$ cat src/rtl/trap_ctrl.sv
// Trap/interrupt sequencer between the CSR block and the pipeline front end.
// Arbitrates exceptions, interrupts and MRET, commits traps, redirects fetch and drains the pipe.
module trap_ctrl #(
    parameter int FLUSH_CYCLES = 2
) (
    input  logic        CLK,
    input  logic        RST,
    input  logic        MEM_WAIT,
    input  logic        EXC_EN,
    input  logic [3:0]  EXC_CODE,
    input  logic [31:0] EXC_PC,
    input  logic        INT_REQ,
    input  logic [3:0]  INT_CAUSE,
    input  logic [31:0] CUR_PC,
    input  logic        MRET_EN,
    input  logic [31:0] MEPC,
    input  logic        INT_ALLOW,
    input  logic [1:0]  TRAP_VEC_MODE,
    input  logic [31:0] TRAP_VEC_BASE,
    output logic        TRAP_EN,
    output logic [31:0] TRAP_CODE,
    output logic [31:0] TRAP_PC,
    output logic        STALL,
    output logic        FLUSH,
    output logic        JUMP_EN,
    output logic [31:0] JUMP_PC
);

    localparam logic [1:0] ST_IDLE     = 2'd0;
    localparam logic [1:0] ST_COMMIT   = 2'd1;
    localparam logic [1:0] ST_REDIRECT = 2'd2;
    localparam logic [1:0] ST_DRAIN    = 2'd3;

    localparam logic [3:0] DRAIN_LOAD = (FLUSH_CYCLES >= 2) ? 4'(FLUSH_CYCLES - 2) : 4'd0;
    localparam logic       SINGLE_FLUSH = (FLUSH_CYCLES == 1) ? 1'b1 : 1'b0;

    logic [1:0]  state_r,     state_s;
    logic        int_pend_r,  int_pend_s;
    logic [3:0]  int_cause_r, int_cause_s;
    logic        is_int_r,    is_int_s;
    logic [3:0]  cnt_r,       cnt_s;
    logic        take_int_s;
    logic [31:0] target_s;

    logic        trap_en_r,   trap_en_s;
    logic [31:0] trap_code_r, trap_code_s;
    logic [31:0] trap_pc_r,   trap_pc_s;
    logic        stall_r,     stall_s;
    logic        flush_r,     flush_s;
    logic        jump_en_r,   jump_en_s;
    logic [31:0] jump_pc_r,   jump_pc_s;

    // Trap target: vectored mode offsets interrupts by cause*4, everything else goes to base.
    always_comb begin
        if ((TRAP_VEC_MODE == 2'b01) && is_int_r) begin
            target_s = TRAP_VEC_BASE + {26'd0, int_cause_r, 2'b00};
        end else begin
            target_s = TRAP_VEC_BASE;
        end
    end

    // Next-state and next-output computation; outputs are all registered from these.
    always_comb begin
        state_s     = state_r;
        is_int_s    = is_int_r;
        cnt_s       = cnt_r;
        take_int_s  = 1'b0;
        trap_en_s   = 1'b0;
        trap_code_s = 32'd0;
        trap_pc_s   = 32'd0;
        stall_s     = 1'b0;
        flush_s     = 1'b0;
        jump_en_s   = 1'b0;
        jump_pc_s   = 32'd0;
        case (state_r)
            ST_IDLE: begin
                if (!MEM_WAIT) begin
                    if (EXC_EN) begin
                        state_s     = ST_COMMIT;
                        is_int_s    = 1'b0;
                        trap_en_s   = 1'b1;
                        trap_code_s = {28'd0, EXC_CODE};
                        trap_pc_s   = EXC_PC;
                        stall_s     = 1'b1;
                    end else if (int_pend_r && INT_ALLOW) begin
                        state_s     = ST_COMMIT;
                        is_int_s    = 1'b1;
                        take_int_s  = 1'b1;
                        trap_en_s   = 1'b1;
                        trap_code_s = {1'b1, 27'd0, int_cause_r};
                        trap_pc_s   = CUR_PC;
                        stall_s     = 1'b1;
                    end else if (MRET_EN) begin
                        state_s   = ST_REDIRECT;
                        jump_en_s = 1'b1;
                        jump_pc_s = MEPC;
                        flush_s   = 1'b1;
                    end else begin
                        state_s = ST_IDLE;
                    end
                end else begin
                    state_s = ST_IDLE;
                end
            end
            ST_COMMIT: begin
                state_s   = ST_REDIRECT;
                jump_en_s = 1'b1;
                jump_pc_s = target_s;
                flush_s   = 1'b1;
            end
            ST_REDIRECT: begin
                if (SINGLE_FLUSH) begin
                    state_s = ST_IDLE;
                end else begin
                    state_s = ST_DRAIN;
                    cnt_s   = DRAIN_LOAD;
                    flush_s = 1'b1;
                end
            end
            ST_DRAIN: begin
                if (cnt_r == 4'd0) begin
                    state_s = ST_IDLE;
                end else begin
                    cnt_s   = cnt_r - 4'd1;
                    flush_s = 1'b1;
                end
            end
            default: begin
                state_s = ST_IDLE;
            end
        endcase
    end

    // Pending interrupt latch: taking the interrupt wins over a same-cycle new request.
    always_comb begin
        int_pend_s  = int_pend_r;
        int_cause_s = int_cause_r;
        if (take_int_s) begin
            int_pend_s = 1'b0;
        end else if (INT_REQ && !int_pend_r) begin
            int_pend_s  = 1'b1;
            int_cause_s = INT_CAUSE;
        end else begin
            int_pend_s = int_pend_r;
        end
    end

    // State and output registers with synchronous active-low reset.
    always_ff @(posedge CLK) begin
        if (!RST) begin
            state_r     <= ST_IDLE;
            int_pend_r  <= 1'b0;
            int_cause_r <= 4'd0;
            is_int_r    <= 1'b0;
            cnt_r       <= 4'd0;
            trap_en_r   <= 1'b0;
            trap_code_r <= 32'd0;
            trap_pc_r   <= 32'd0;
            stall_r     <= 1'b0;
            flush_r     <= 1'b0;
            jump_en_r   <= 1'b0;
            jump_pc_r   <= 32'd0;
        end else begin
            state_r     <= state_s;
            int_pend_r  <= int_pend_s;
            int_cause_r <= int_cause_s;
            is_int_r    <= is_int_s;
            cnt_r       <= cnt_s;
            trap_en_r   <= trap_en_s;
            trap_code_r <= trap_code_s;
            trap_pc_r   <= trap_pc_s;
            stall_r     <= stall_s;
            flush_r     <= flush_s;
            jump_en_r   <= jump_en_s;
            jump_pc_r   <= jump_pc_s;
        end
    end

    assign TRAP_EN   = trap_en_r;
    assign TRAP_CODE = trap_code_r;
    assign TRAP_PC   = trap_pc_r;
    assign STALL     = stall_r;
    assign FLUSH     = flush_r;
    assign JUMP_EN   = jump_en_r;
    assign JUMP_PC   = jump_pc_r;

endmodule
$ cat config.mk
export PLATFORM = sky130hd
export DESIGN_NAME = trap_ctrl
export DESIGN_NICKNAME = d
export VERILOG_FILES = /design/src/rtl/trap_ctrl.sv
export SDC_FILE = /design/constraint.sdc
export NUM_CORES = 1
export LEC_CHECK = 0
export ABC_CLOCK_PERIOD_IN_PS = 2750
export BUFFER_PORTS_ARGS = -buffer_cell sky130_fd_sc_hd__clkbuf_2
export CAP_MARGIN = 20
export CORE_AREA = 3 3 99 101
export DETAILED_ROUTE_END_ITERATION = 10
export DIE_AREA = 0 0 102 104
export PLACE_DENSITY = 0.8
export REMOVE_ABC_BUFFERS = 1
export SYNTH_ARGS = -nofsm -noshare
export SYNTH_HDL_FRONTEND = slang
export SYNTH_SLANG_ARGS = --single-unit
$ cat constraint.sdc
create_clock -name CLK -period 2.75 [get_ports CLK]
set_clock_uncertainty 0.15 [all_clocks]
set_input_delay 0.55 -clock CLK [delete_from_list [all_inputs] [get_ports CLK]]
set_output_delay 0.55 -clock CLK [all_outputs]
set_load 0.05 [all_outputs]
# --- Word level (Yosys, flattened, before mapping) ---
# Index checks and enable logic that the tools add are counted.
classes:
  n_reduce_logical: 15
  n_addsub: 2
  bitwise_logic: 4
  mux: 32
  n_eq_ne: 6
ops:
  columns: ["op", "n"]
  rows:
  - ["32-bit 2-to-1 mux", 8]
  - ["32-bit case mux with 2 select lines", 1]
  - ["32-bit by 6-bit adder with 32-bit output", 1]
  - ["1-bit 2-to-1 mux", 12]
  - ["2-bit 2-to-1 mux", 5]
  - ["4-bit 2-to-1 mux", 2]
  - ["2-bit case mux with 4 select lines", 1]
  - ["4-bit case mux with 2 select lines", 1]
  - ["2-bit by 1-bit == test with 1-bit output, second input constant", 2]
  - ["2-bit == test, second input constant", 2]
  - ["4-bit logical NOT", 1]
  - ["2-bit != test, second input constant", 2]
  - ["1-bit inverter", 4]
  - ["2-bit AND reduction", 2]
  - ["2-bit nonzero test", 2]
  - ["2-bit OR reduction", 2]
  - ["4-bit OR reduction", 1]
  - ["4-bit by 1-bit subtractor with 4-bit output, second input constant", 1]
  - ["1-bit logical AND", 3]
  - ["1-bit case mux with 3 select lines", 1]
  - ["3-bit AND reduction", 1]
  - ["3-bit OR reduction", 1]
  - ["2-bit logical NOT", 1]
  - ["1-bit case mux with 2 select lines", 1]
  - ["1-bit logical NOT", 1]
totals:
  ff_bits: 111
  output_inout_bits: 100
  inputBits: 145
  wordCells: 71

# --- Depth between registers and ports, before layout ---
# Gate-level depths: netlist of the first run.
depth:
  ltp_word: 7
  mapped_depth: 8

# --- Worst setup path before layout of the first run ---
# OpenSTA, ideal clock, no wires.
synth_path:
  path_kind: "input-to-reg"
  start: "in TRAP_VEC_BASE[2]"
  end: "reg jump_pc_r[26], in the netlist JUMP_PC[26]"
  t_arrival_ps: 2128
  setup_slack_ps: 345
  path_buffers: 1
  cell_stages: 8
  setup_ps: 127
  path_cell_list: "ha_1 -> fa_1 -> nand3_1 -> and2_1 -> clkbuf_1 -> nor3_1 -> xnor2_1 -> o21ai_1"
synth_between:
  elab_chain_len: 3
synth_lines:
  columns: ["item", "line_no", "rtl"]
  rows:
  - ["start: declaration", "19", "input logic [31:0] TRAP_VEC_BASE,"]
  - ["32-bit by 6-bit adder with 32-bit output", "56", "target_s = TRAP_VEC_BASE + {26'd0, int_cause_r, 2'b00};"]
  - ["32-bit 2-to-1 mux", "55", "if ((TRAP_VEC_MODE == 2'b01) && is_int_r) begin"]
  - ["32-bit case mux with 2 select lines", "75", "case (state_r)"]
  - ["end signal: assignment", "175", "jump_pc_r <= jump_pc_s;"]
  - ["end: declaration", "51", "logic [31:0] jump_pc_r, jump_pc_s;"]
# Every way passes these cells.
# A chain may end at the register's enable or synchronous reset.

# --- Final worst setup path of the first run ---
layout_path:
  start: "reg int_cause_r[0]"
  end: "reg jump_pc_r[12], in the netlist JUMP_PC[12]"
layout_between:
  elab_chain_len: 3
layout_lines:
  columns: ["item", "line_no", "rtl"]
  rows:
  - ["start: declaration", "39", "logic [3:0] int_cause_r, int_cause_s;"]
  - ["start signal: assignment", "166", "int_cause_r <= int_cause_s;"]
  - ["32-bit by 6-bit adder with 32-bit output", "56", null]
  - ["32-bit 2-to-1 mux", "55", null]
  - ["32-bit case mux with 2 select lines", "75", null]
# Every way passes these cells.

==> summary.md, run 1 <==
| Metric | Value |
|---|---|
| First-pass GRT wire length | `17,300 um` |
| Place WS | `238 ps` |
| Fin nets | `772` |
| Share of the synthesized area in the top cell type | `43.8%` |
| CTS tree | `yes` |
| Arr. time, crit path | `2400 ps` |
| Hold Path Class | `input pin to flip-flop` |
| Row cnt | `35` |
| WS Path Type | `flip-flop to flip-flop` |
| Cell count after synthesis | `405` |
| Actual slew at the worst max-slew pin | `671 ps` |
| Ant. Diodes | `0` |
| Antenna violations before repair | `0` |
| Run status | `completed` |
| # clock sinks | `84` |
| Ys Warns | `0` |
| WHS | `243 ps` |
| Max Buffers Root-to-Sink | `2` |
| Routed WL | `11,100 um` |
| Clock Pin Slew Worst Setup and Hold Paths | `90 ps` |
| Cell variety after synth | `46` |
| Pin count of the biggest net entering global routing | `33` |
| PD cells | `532 nW/um^2` |
| Synth Cell Area | `3840 sq um` |
| Fin. Hold Viols | `0` |
| Final setup violation count | `0` |
| Synth top area cells | `dfxtp_1 44%, a22o_1 6.8%, buf_4 5.7%` |
| Final Cell Area | `5130 sq um` |
| Top cell type by total area after synthesis | `dfxtp_1` |
| GP Congestion | `0.879` |
| RSZ-0062 raised after global routing | `false` |
| Fin. max-slew vios | `0` |
| DR DRC count | `0` |
| Hold path depth | `3` |
| Post_cts resized | `0` |
| Via count | `3,611` |
| FMAX | `0.433 GHz` |
| Fraction of registers with async set/reset | `0%` |
| Post-synth top cells | `84 x dfxtp_1, 41 x nand2_1, 30 x a22o_1` |
| Post-synthesis sequential area ratio | `43.8%` |
| Setup crit end kind | `flip-flop` |
| Die area | `10,600 sq um` |
| DRT Pass-1 Iters | `5` |
| Core area | `9110 sq um` |
| GRT overflow | `0` |
| Commonest register cell after synthesis | `dfxtp_1` |
| Die height | `104 um` |
| Vias in the first global route | `3,716` |
| Syn Area/Cell | `9.48 sq um` |
| Gr usage total | `20.2%` |
| Post-synth EDFFs | `0` |
| Avg Vias per Cell | `4.93` |
| Tmin final | `2310 ps` |
| Worst skew pair latency | `350 ps` |
| Nature of the critical path startpoint | `flip-flop` |
| Remaining antenna violation count after routing | `0` |
| Hold Buf Count CTS | `0` |
| R2R depth | `6` |
| Starting DRC count in detailed routing | `165` |
| Worst setup margin | `440 ps` |
| Setup bufs post-CTS | `0` |
| Slew HR | `54.1%` |
| Placed instance area | `4930 sq um` |
| Layout area overhead | `33.7%` |
| Initial Utilization | `42.2%` |
| I/O Buffers | `217` |
| Share of layout cells above drive strength 1 | `41.5%` |
| H-tree levels | `3` |
| Final period util | `84.0%` |
| Count leader, synth | `dfxtp_1` |
| Die W | `102 um` |
| Worst EP required | `2840 ps` |
| LEAKAGE | `2.44 nW` |
| VDD IR max | `0.287 mV` |
| Crit Path Max Fanout | `3` |
| Wirelength per Cell | `15.1 um` |
| Filler Cell Count | `862` |
| Max-Cap Viols | `0` |
| Post-DP HPWL | `9040 um` |
| CTS Buf Count | `9` |
| Tot Pwr | `2.73 mW` |
| Yosys reg bits | `84` |
| # IOs | `245` |
| Root Buffer | `clkbuf_8` |
## placed cells by master, fill, tap and decap left out, drive strengths merged, types with 2 or more instances in the layout
cell | netlist | final
nand4b | 3 | 3
and2 | 3 | 3
o21ai | 34 | 34
a21oi | 12 | 12
nand2 | 41 | 41
and3 | 4 | 4
mux2 | 2 | 2
conb | 1 | 27
dfxtp | 84 | 84
clkbuf | 18 | 227
mux2i | 8 | 8
nor2 | 11 | 11
xnor2 | 23 | 23
nor4b | 4 | 4
nor3b | 4 | 4
nand4 | 3 | 3
or4 | 3 | 3
nand3 | 12 | 12
ha | 9 | 9
buf | 32 | 8
nor3 | 9 | 9
nand2b | 2 | 2
a32o | 2 | 2
xor2 | 5 | 5
a22o | 30 | 30
nor4 | 8 | 8
a22oi | 5 | 5
inv | 9 | 12
nor2b | 11 | 11
o21a | 4 | 4
## logic make-up after synthesis
| group | Yosys count | synth area share, % |
|---|---|---|
| fa+ha+maj | 10 | 3.45 |
| other cells | 1 | 0.0977 |
| buf+inv | 59 | 8.86 |
| mux | 10 | 2.67 |
| xor+xnor | 28 | 6.39 |
| simple gates | 120 | 18.3 |
| compound gates | 93 | 16.4 |
| flops | 84 | 43.8 |
## cell type report
cell class	instances	area (sq um)	share of cell area, %
Tap cell	111	139	2.71
Sequential cell	84	1680	32.8
Clock buffer	10	138	2.68
Timing Repair Buffer	225	1150	22.3
Clock inverter	6	68.8	1.34
Multi-Input combinational cell	288	1930	37.5
Inverter	9	33.8	0.658
## critical path, cell delays in order, from the launching register on
cell	delay, ps
dfxtp_1	410
ha_1	240
fa_1	230
nand3_1	120
a2111oi_0	620
xor2_1	140
a32o_1	300
## registers in the layout, indices dropped and copies added, names as in the netlist
name / count
FLUSH: 1
state_r: 2
JUMP_PC: 32
int_pend_r: 1
int_cause_r: 4
cnt_r: 4
is_int_r: 1
TRAP_CODE: 5
JUMP_EN: 1
STALL: 1
TRAP_PC: 32
## routing by layer
layer,vias up,share of wire [%],GRT usage (%)
met2,167,51,36.4
met5,-,0,0
li1,1788,-,-
met3,21,7.1,4.29
met4,0,2.1,6.94
met1,1635,40,23.2
## report_power, final
part           switching (mW)  total, mW  internal, mW
Combinational           0.370      0.541         0.172
Clock                   0.460      0.913         0.453
Sequential             0.0191       1.28          1.26
Total                   0.849       2.73          1.88
## worst paths after layout
path | start | to | slack (ps)
setup / recovery | int_cause_r[0] | JUMP_PC[12] | 440
hold / removal | MEPC[9] | JUMP_PC[9] | 240
setup reg to reg | int_cause_r[0] | JUMP_PC[12] | 440
hold reg to reg | is_int_r | is_int_r | 350
## per-stage QoR
stage	TNS (ps)	utilization, %	cells
final	0	56.3	733
after floorplan	-10240	-	381
after CTS	0	56.3	733
after global placement	0	54.1	717
after global routing	0	56.3	733
after detailed placement	0	54.1	717
Note: power is estimated with default switching activity, not from simulation.
==> inputs of run 2 (changes only) <==
==> config.mk (replaced) <==
export PLATFORM = sky130hd
export DESIGN_NAME = trap_ctrl
export DESIGN_NICKNAME = d
export VERILOG_FILES = /design/src/rtl/trap_ctrl.sv
export SDC_FILE = /design/constraint.sdc
export NUM_CORES = 1
export LEC_CHECK = 0
export ABC_CLOCK_PERIOD_IN_PS = 2000
export BUFFER_PORTS_ARGS = -buffer_cell sky130_fd_sc_hd__clkbuf_2
export CAP_MARGIN = 20
export CORE_AREA = 3 3 104 106
export DETAILED_ROUTE_END_ITERATION = 10
export DIE_AREA = 0 0 107 109
export PLACE_DENSITY = 0.76
export REMOVE_ABC_BUFFERS = 1
export SYNTH_ARGS = -nofsm -noshare
export SYNTH_HDL_FRONTEND = slang
export SYNTH_SLANG_ARGS = --single-unit
==> constraint.sdc (replaced) <==
create_clock -name CLK -period 2 [get_ports CLK]
set_clock_uncertainty 0.15 [all_clocks]
set_input_delay 0.4 -clock CLK [delete_from_list [all_inputs] [get_ports CLK]]
set_output_delay 0.4 -clock CLK [all_outputs]
set_load 0.05 [all_outputs]
==> run 2 against run 1 <==
Sequential power rose by 37%. Cell count up 9.1%. Worst hold slack lost 150 ps. Largest power group unchanged. Non-clock buffer count is 44 higher.
==> summary.md, run 2 (synthesized netlist as in run 1, its figures left out) <==
| Metric | Value |
|---|---|
| Hold Path Class | `input pin to flip-flop` |
| LEAKAGE | `2.79 nW (+14%)` |
| FMAX | `0.511 GHz (+18%)` |
| GP Congestion | `0.881 (+0.19%)` |
| Antenna violations before repair | `0 (unchanged)` |
| WS Path Type | `flip-flop to flip-flop` |
| Core area | `9860 sq um (+8.3%)` |
| PD cells | `662 nW/um^2 (+24%)` |
| Most frequent cells in the layout | `217 x clkbuf_2, 79 x dfxtp_1, 43 x buf_4` |
| Crit Path Max Fanout | `7 (+4)` |
| Row cnt | `36 (+2.9%)` |
| Final period util | `97.9% (+14 points)` |
| GRT overflow | `0 (unchanged)` |
| Worst setup margin | `42.6 ps (-397 ps)` |
| Fin. Hold Viols | `0 (unchanged)` |
| Worst skew pair latency | `350 ps (about the same)` |
| Share of layout cells above drive strength 1 | `48.3% (+6.8 points)` |
| CTS Buf Count | `9 (unchanged)` |
| RSZ-0062 raised after global routing | `true` |
| Via count | `3,881 (+7.5%)` |
| Slew HR | `64.3% (+10 points)` |
| # IOs | `245 (unchanged)` |
| Die W | `107 um (+4.9%)` |
| Commonest non-fill, non-tap cell in the layout | `clkbuf_2` |
| Max Buffers Root-to-Sink | `2 (unchanged)` |
| Initial Utilization | `38.9% (-3.2 points)` |
| Ant. Diodes | `0 (unchanged)` |
| Actual slew at the worst max-slew pin | `535 ps (-136 ps)` |
| # clock sinks | `84 (unchanged)` |
| Tmin final | `1960 ps (-353 ps)` |
| Tot Pwr | `3.82 mW (+40%)` |
| Cells after DPL | `780 (+8.8%)` |
| Root Buffer | `clkbuf_8` |
| Worst EP required | `2090 ps (-750 ps)` |
| Max-Cap Viols | `0 (unchanged)` |
| Arr. time, crit path | `2050 ps (-350 ps)` |
| Post-DP HPWL | `9500 um (+5.0%)` |
| Clock Pin Slew Worst Setup and Hold Paths | `100 ps (about the same)` |
| Die area | `11,700 sq um (+9.9%)` |
| VDD IR max | `0.372 mV (+30%)` |
| Pin count of the biggest net entering global routing | `33 (unchanged)` |
| H-tree levels | `3 (unchanged)` |
| Gr usage total | `19.6% (-0.62 points)` |
| First-pass GRT wire length | `18,100 um (+4.8%)` |
| Place WS | `-240 ps (-478 ps)` |
| Fin nets | `817 (+5.8%)` |
| Fin. max-slew vios | `0 (unchanged)` |
| CTS tree | `yes` |
| Non-Filler Instances | `800 (+9.1%)` |
| Wirelength per Cell | `15.3 um (+0.97%)` |
| Run status | `completed` |
| Final setup violation count | `0 (unchanged)` |
| Final sum of negative setup slack | `0 ps (unchanged)` |
| Setup crit end kind | `flip-flop` |
| Vias in the first global route | `3,836 (+3.2%)` |
| DRT Pass-1 Iters | `4 (-1)` |
| Die height | `109 um (+4.8%)` |
| Nature of the critical path startpoint | `flip-flop` |
| Starting DRC count in detailed routing | `158 (-4.2%)` |
| Layout area overhead | `50.1%` |
| Routed WL | `12,200 um (+10%)` |
| Core Util, Final | `58.4% (+2.1 points)` |
| I/O Buffers | `217 (unchanged)` |
| DR DRC count | `0 (unchanged)` |
| Remaining antenna violation count after routing | `0 (unchanged)` |
| Avg Vias per Cell | `4.85 (-1.5%)` |
## run 2: changes by cell type in the layout (fill, tap and decap cells not counted), sizes merged
| cell | previous run | this run |
|---|---|---|
| clkinv | 1 | 0 |
| inv | 12 | 14 |
| buf | 8 | 52 |
| bufinv | 1 | 0 |
| clkbuf | 227 | 226 |
| clkinvlp | 1 | 2 |
| nor2 | 11 | 12 |
## run 2: path summary, 6_finish.rpt
path                                    end  slack (ps)  startpoint  cells after the start
worst max register to register  JUMP_PC[27]          40    is_int_r                      6
worst min-delay path            JUMP_PC[17]          90    MEPC[17]                      3
worst max-delay path            JUMP_PC[27]          40    is_int_r                      6
worst min register to register     cnt_r[2]         380    cnt_r[2]                      2
## run 2: stage by stage
step	area [sq um]	hold WS (ps)
2_1_floorplan	3630	295
3_3_place_gp	5320	330
3_5_place_dp	5320	357
4_1_cts	5590	73.1
5_1_grt	5770	69.4
6_report	5770	89.9
## run 2: per-layer routing
metal | vias up | GRT usage (%) | share of wire (%)
li1 | 1883 | - | -
met5 | - | 0 | 0
met2 | 194 | 37.5 | 52
met1 | 1777 | 21.2 | 38
met4 | 0 | 5.48 | 2.2
met3 | 27 | 5.33 | 7.8
## run 2: area by class of cell
type | count | area, sq um
timing repair buffer | 269 | 1580
inverter | 9 | 33.8
clock inverter | 7 | 63.8
clock buffer | 9 | 124
tap | 133 | 166
fill | 837 | 4100
sequential | 84 | 1690
multi-input combinational | 289 | 2110
## run 2: repair_timing
| action | in CTS | in global routing |
|---|---|---|
| setup endpoints to repair | 26 | 26 |
| hold buffers | 0 | 0 |
| resized for setup | 13 | 26 |
| gates cloned | 0 | 1 |
| pin swaps | 0 | 7 |
| endpoints found under the hold margin | 0 | 0 |
| setup buffers | 0 | 3 |
## run 2: power by group
group | total, mW | leakage (nW) | internal [mW] | switching [mW]
clock network | 1.18 | 0.0907 | 0.482 | 0.696
registers | 1.76 | 0.685 | 1.73 | 0.0240
logic | 0.884 | 2.02 | 0.325 | 0.558
## run 2: worst max-delay path, cell delays in order, from the launching register on
cell,delay [ps]
dfxtp_2,340
nand3b_1,110
or4_1,590
buf_6,180
nor4b_2,260
xnor2_1,150
o21ai_1,70
==> inputs of run 3 (changes only) <==
==> config.mk (replaced) <==
export PLATFORM = sky130hd
export DESIGN_NAME = trap_ctrl
export DESIGN_NICKNAME = d
export VERILOG_FILES = /design/src/rtl/trap_ctrl.sv
export SDC_FILE = /design/constraint.sdc
export NUM_CORES = 1
export LEC_CHECK = 0
export ABC_CLOCK_PERIOD_IN_PS = 2200
export BUFFER_PORTS_ARGS = -buffer_cell sky130_fd_sc_hd__clkbuf_2
export CAP_MARGIN = 20
export CORE_AREA = 3 3 98 100
export CTS_BUF_LIST = sky130_fd_sc_hd__clkbuf_4
export DETAILED_ROUTE_END_ITERATION = 10
export DIE_AREA = 0 0 101 103
export PLACE_DENSITY = 0.81
export REMOVE_ABC_BUFFERS = 1
export SYNTH_ARGS = -nofsm -noshare
export SYNTH_HDL_FRONTEND = slang
export SYNTH_SLANG_ARGS = --single-unit
==> constraint.sdc (replaced) <==
create_clock -name CLK -period 2.2 [get_ports CLK]
set_clock_uncertainty 0.15 [all_clocks]
set_input_delay 0.44 -clock CLK [delete_from_list [all_inputs] [get_ports CLK]]
set_output_delay 0.44 -clock CLK [all_outputs]
set_load 0.05 [all_outputs]
==> run 3 against run 2 <==
Count of clock-buffer cells in the layout stayed put. Critical path depth up 2. Critical endpoint is now JUMP_PC[24]. Setup slack gained 35 ps. Register-to-register slack better by 30 ps. Critical path type unchanged. Die area shrank 11%. Clock power decreased by 20%. First-iteration DRC count shrank 5.1%. Wire length decreased by 7.3%. Sequential share of layout area is 2.8 points higher. Highest routed layer unchanged. Cell area decreased by 9.1%.
==> summary.md, run 3 (synthesized netlist as in run 1, its figures left out) <==
| Metric | Value |
|---|---|
| Filler Cell Count | `792 (-5.4%)` |
| R2R depth | `8 (+2)` |
| Layout area overhead | `36.5%` |
| # clock sinks | `84 (unchanged)` |
| Die height | `103 um (-5.5%)` |
| Clock Pin Slew Worst Setup and Hold Paths | `160 ps (+60 ps)` |
| Run status | `completed` |
| Net Switching | `1.08 mW (-16%)` |
| LEAKAGE | `2.51 nW (-10%)` |
| DR DRC count | `0 (unchanged)` |
| Max Buffers Root-to-Sink | `2 (unchanged)` |
| Post-DP HPWL | `9080 um (-4.4%)` |
| R2R setup slack | `80 ps (+30 ps)` |
| PD cells | `621 nW/um^2 (-6.2%)` |
| Ant. Diodes | `0 (unchanged)` |
| FMAX | `0.471 GHz (-7.8%)` |
| H-tree levels | `3 (unchanged)` |
| Die W | `101 um (-5.6%)` |
| Max-Cap Viols | `0 (unchanged)` |
| Hold Buf Count CTS | `0 (unchanged)` |
| Setup crit end kind | `flip-flop` |
| Starting DRC count in detailed routing | `150 (-5.1%)` |
| Pin count of the biggest net entering global routing | `33 (unchanged)` |
| Hold path depth | `2 (-1)` |
| FF-to-FF End | `JUMP_PC[24]` |
| Final setup violation count | `0 (unchanged)` |
| Most frequent cells in the layout | `217 x clkbuf_2, 83 x dfxtp_1, 41 x nand2_1` |
| Fin. Hold Viols | `0 (unchanged)` |
| Nature of the critical path startpoint | `flip-flop` |
| Non-Filler Instances | `739 (-7.6%)` |
| Actual slew at the worst max-slew pin | `673 ps (+138 ps)` |
| FF-to-FF Start | `int_cause_r[0]` |
| Commonest non-fill, non-tap cell in the layout | `clkbuf_2` |
| Gr usage total | `20.5% (+0.86 points)` |
| GP Congestion | `0.869 (-1.3%)` |
| Final period util | `96.5% (-1.4 points)` |
| # IOs | `245 (unchanged)` |
| Hold endpoint | `TRAP_PC[17]` |
| Slew HR | `55.0% (-9.2 points)` |
| Worst min-delay path startpoint | `EXC_PC[17]` |
| First-pass GRT wire length | `16,900 um (-7.0%)` |
| DRT Pass-1 Iters | `4 (unchanged)` |
| Fin. max-slew vios | `0 (unchanged)` |
| Crit Path Max Fanout | `8 (+1)` |
| Initial Utilization | `43.8% (+4.9 points)` |
| Setup bufs post-CTS | `0 (unchanged)` |
| Vias in the first global route | `3,565 (-7.1%)` |
| I/O Buffers | `217 (unchanged)` |
| WS Path Type | `flip-flop to flip-flop` |
| CTS Buf Count | `9 (unchanged)` |
| Combinational share of power | `21.8% (-1.3 points)` |
| Remaining antenna violation count after routing | `0 (unchanged)` |
| Antenna violations before repair | `0 (unchanged)` |
| GRT overflow | `0 (unchanged)` |
| Root Buffer | `clkbuf_4` |
| Tmin final | `2120 ps (+165 ps)` |
| Via count | `3,648 (-6.0%)` |
| Routed WL | `11,300 um (-7.3%)` |
| Arr. time, crit path | `2280 ps (+230 ps)` |
| Wirelength per Cell | `15.3 um (+0.38%)` |
| P_int | `2.18 mW (-14%)` |
| Avg Vias per Cell | `4.94 (+1.8%)` |
| Worst skew pair latency | `420 ps (+70 ps)` |
| Hold Path Class | `input pin to flip-flop` |
| Final sum of negative setup slack | `0 ps (unchanged)` |
| Sequential share of power | `49.1% (+3.1 points)` |
| Cells after DPL | `723 (-7.3%)` |
| Sw Share | `33.1% (-0.36 points)` |
| VDD IR max | `0.318 mV (-14%)` |
| Fin nets | `781 (-4.4%)` |
| GR Util met1 | `23.2% (+2.0 points)` |
| Worst EP required | `2360 ps (+270 ps)` |
| Core area | `8760 sq um (-11%)` |
| Met3 Resource Use GR | `4.13% (-1.2 points)` |
| Share of layout cells above drive strength 1 | `43.1% (-5.2 points)` |
| Row cnt | `34 (-5.6%)` |
| Gr busiest metal | `met2` |
| Die area | `10,400 sq um (-11%)` |
| Met2 usage | `38.6% (+1.1 points)` |
| Clk pwr share | `29.1% (-1.8 points)` |
| CTS tree | `yes` |
## run 3: how the worst max path moves through the flow
stage                       end  cells after the start              from
floorplan            TRAP_PC[0]                      6        state_r[0]
global placement    JUMP_PC[20]                      9  TRAP_VEC_BASE[2]
detailed placement  TRAP_PC[24]                      6        state_r[0]
CTS                 JUMP_PC[14]                      8    int_cause_r[0]
global route        JUMP_PC[30]                      8    int_cause_r[0]
finish              JUMP_PC[24]                      8    int_cause_r[0]
## run 3: worst max-delay path, cell delays in order, from the launching register on
cell,delay (ps)
dfxtp_2,380
ha_1,200
fa_2,240
nand3_2,130
and2_2,240
buf_12,150
nor4_4,280
xnor2_1,140
o21ai_1,80
## run 3: final cells by class
cell class | instances | area (sq um) | share of cell area, %
multi-input combinational | 288 | 1980 | 37.7
sequential | 84 | 1680 | 32.1
timing repair buffer | 234 | 1260 | 24.1
tap | 108 | 135 | 2.58
clock inverter | 7 | 81.3 | 1.55
clock buffer | 9 | 67.6 | 1.29
inverter | 9 | 33.8 | 0.645
## run 3: metal layers
layer  vias to the layer above  part of all wire [%]
met1                      1655                    39
met5                         -                     0
met2                       165                    52
met4                         0                   1.0
met3                        12                   7.9
li1                       1816                     -
## run 3: per-stage QoR
step | instance area, sq um | power [mW] | hold slack, ps | util [%] | setup slack [ps]
floorplan | 3630 | 2.05 | 295 | - | -874
global placement | 5040 | 2.32 | 336 | 57.5 | -49.7
detailed placement | 5040 | 2.33 | 338 | 57.5 | -128
CTS | 5190 | 3.28 | 18.1 | 59.3 | 35.7
global route | 5240 | 3.40 | 17.8 | 59.8 | -24.1
finish | 5240 | 3.26 | 52.0 | 59.8 | 77.6
## run 3: repair_timing
action | 4_1_cts | 5_1_grt
endpoints found under the setup margin | 31 | 9
endpoints found under the hold margin | 0 | 0
gates resized for setup | 2 | 8
## run 3: power by group through the flow
stage,sequential [mW],clock (mW),combinational [mW]
floorplan,1.79,0,0.259
global placement,1.63,0,0.687
detailed placement,1.63,0,0.699
CTS,1.60,0.982,0.703
global route,1.60,1.04,0.757
finish,1.60,0.949,0.709
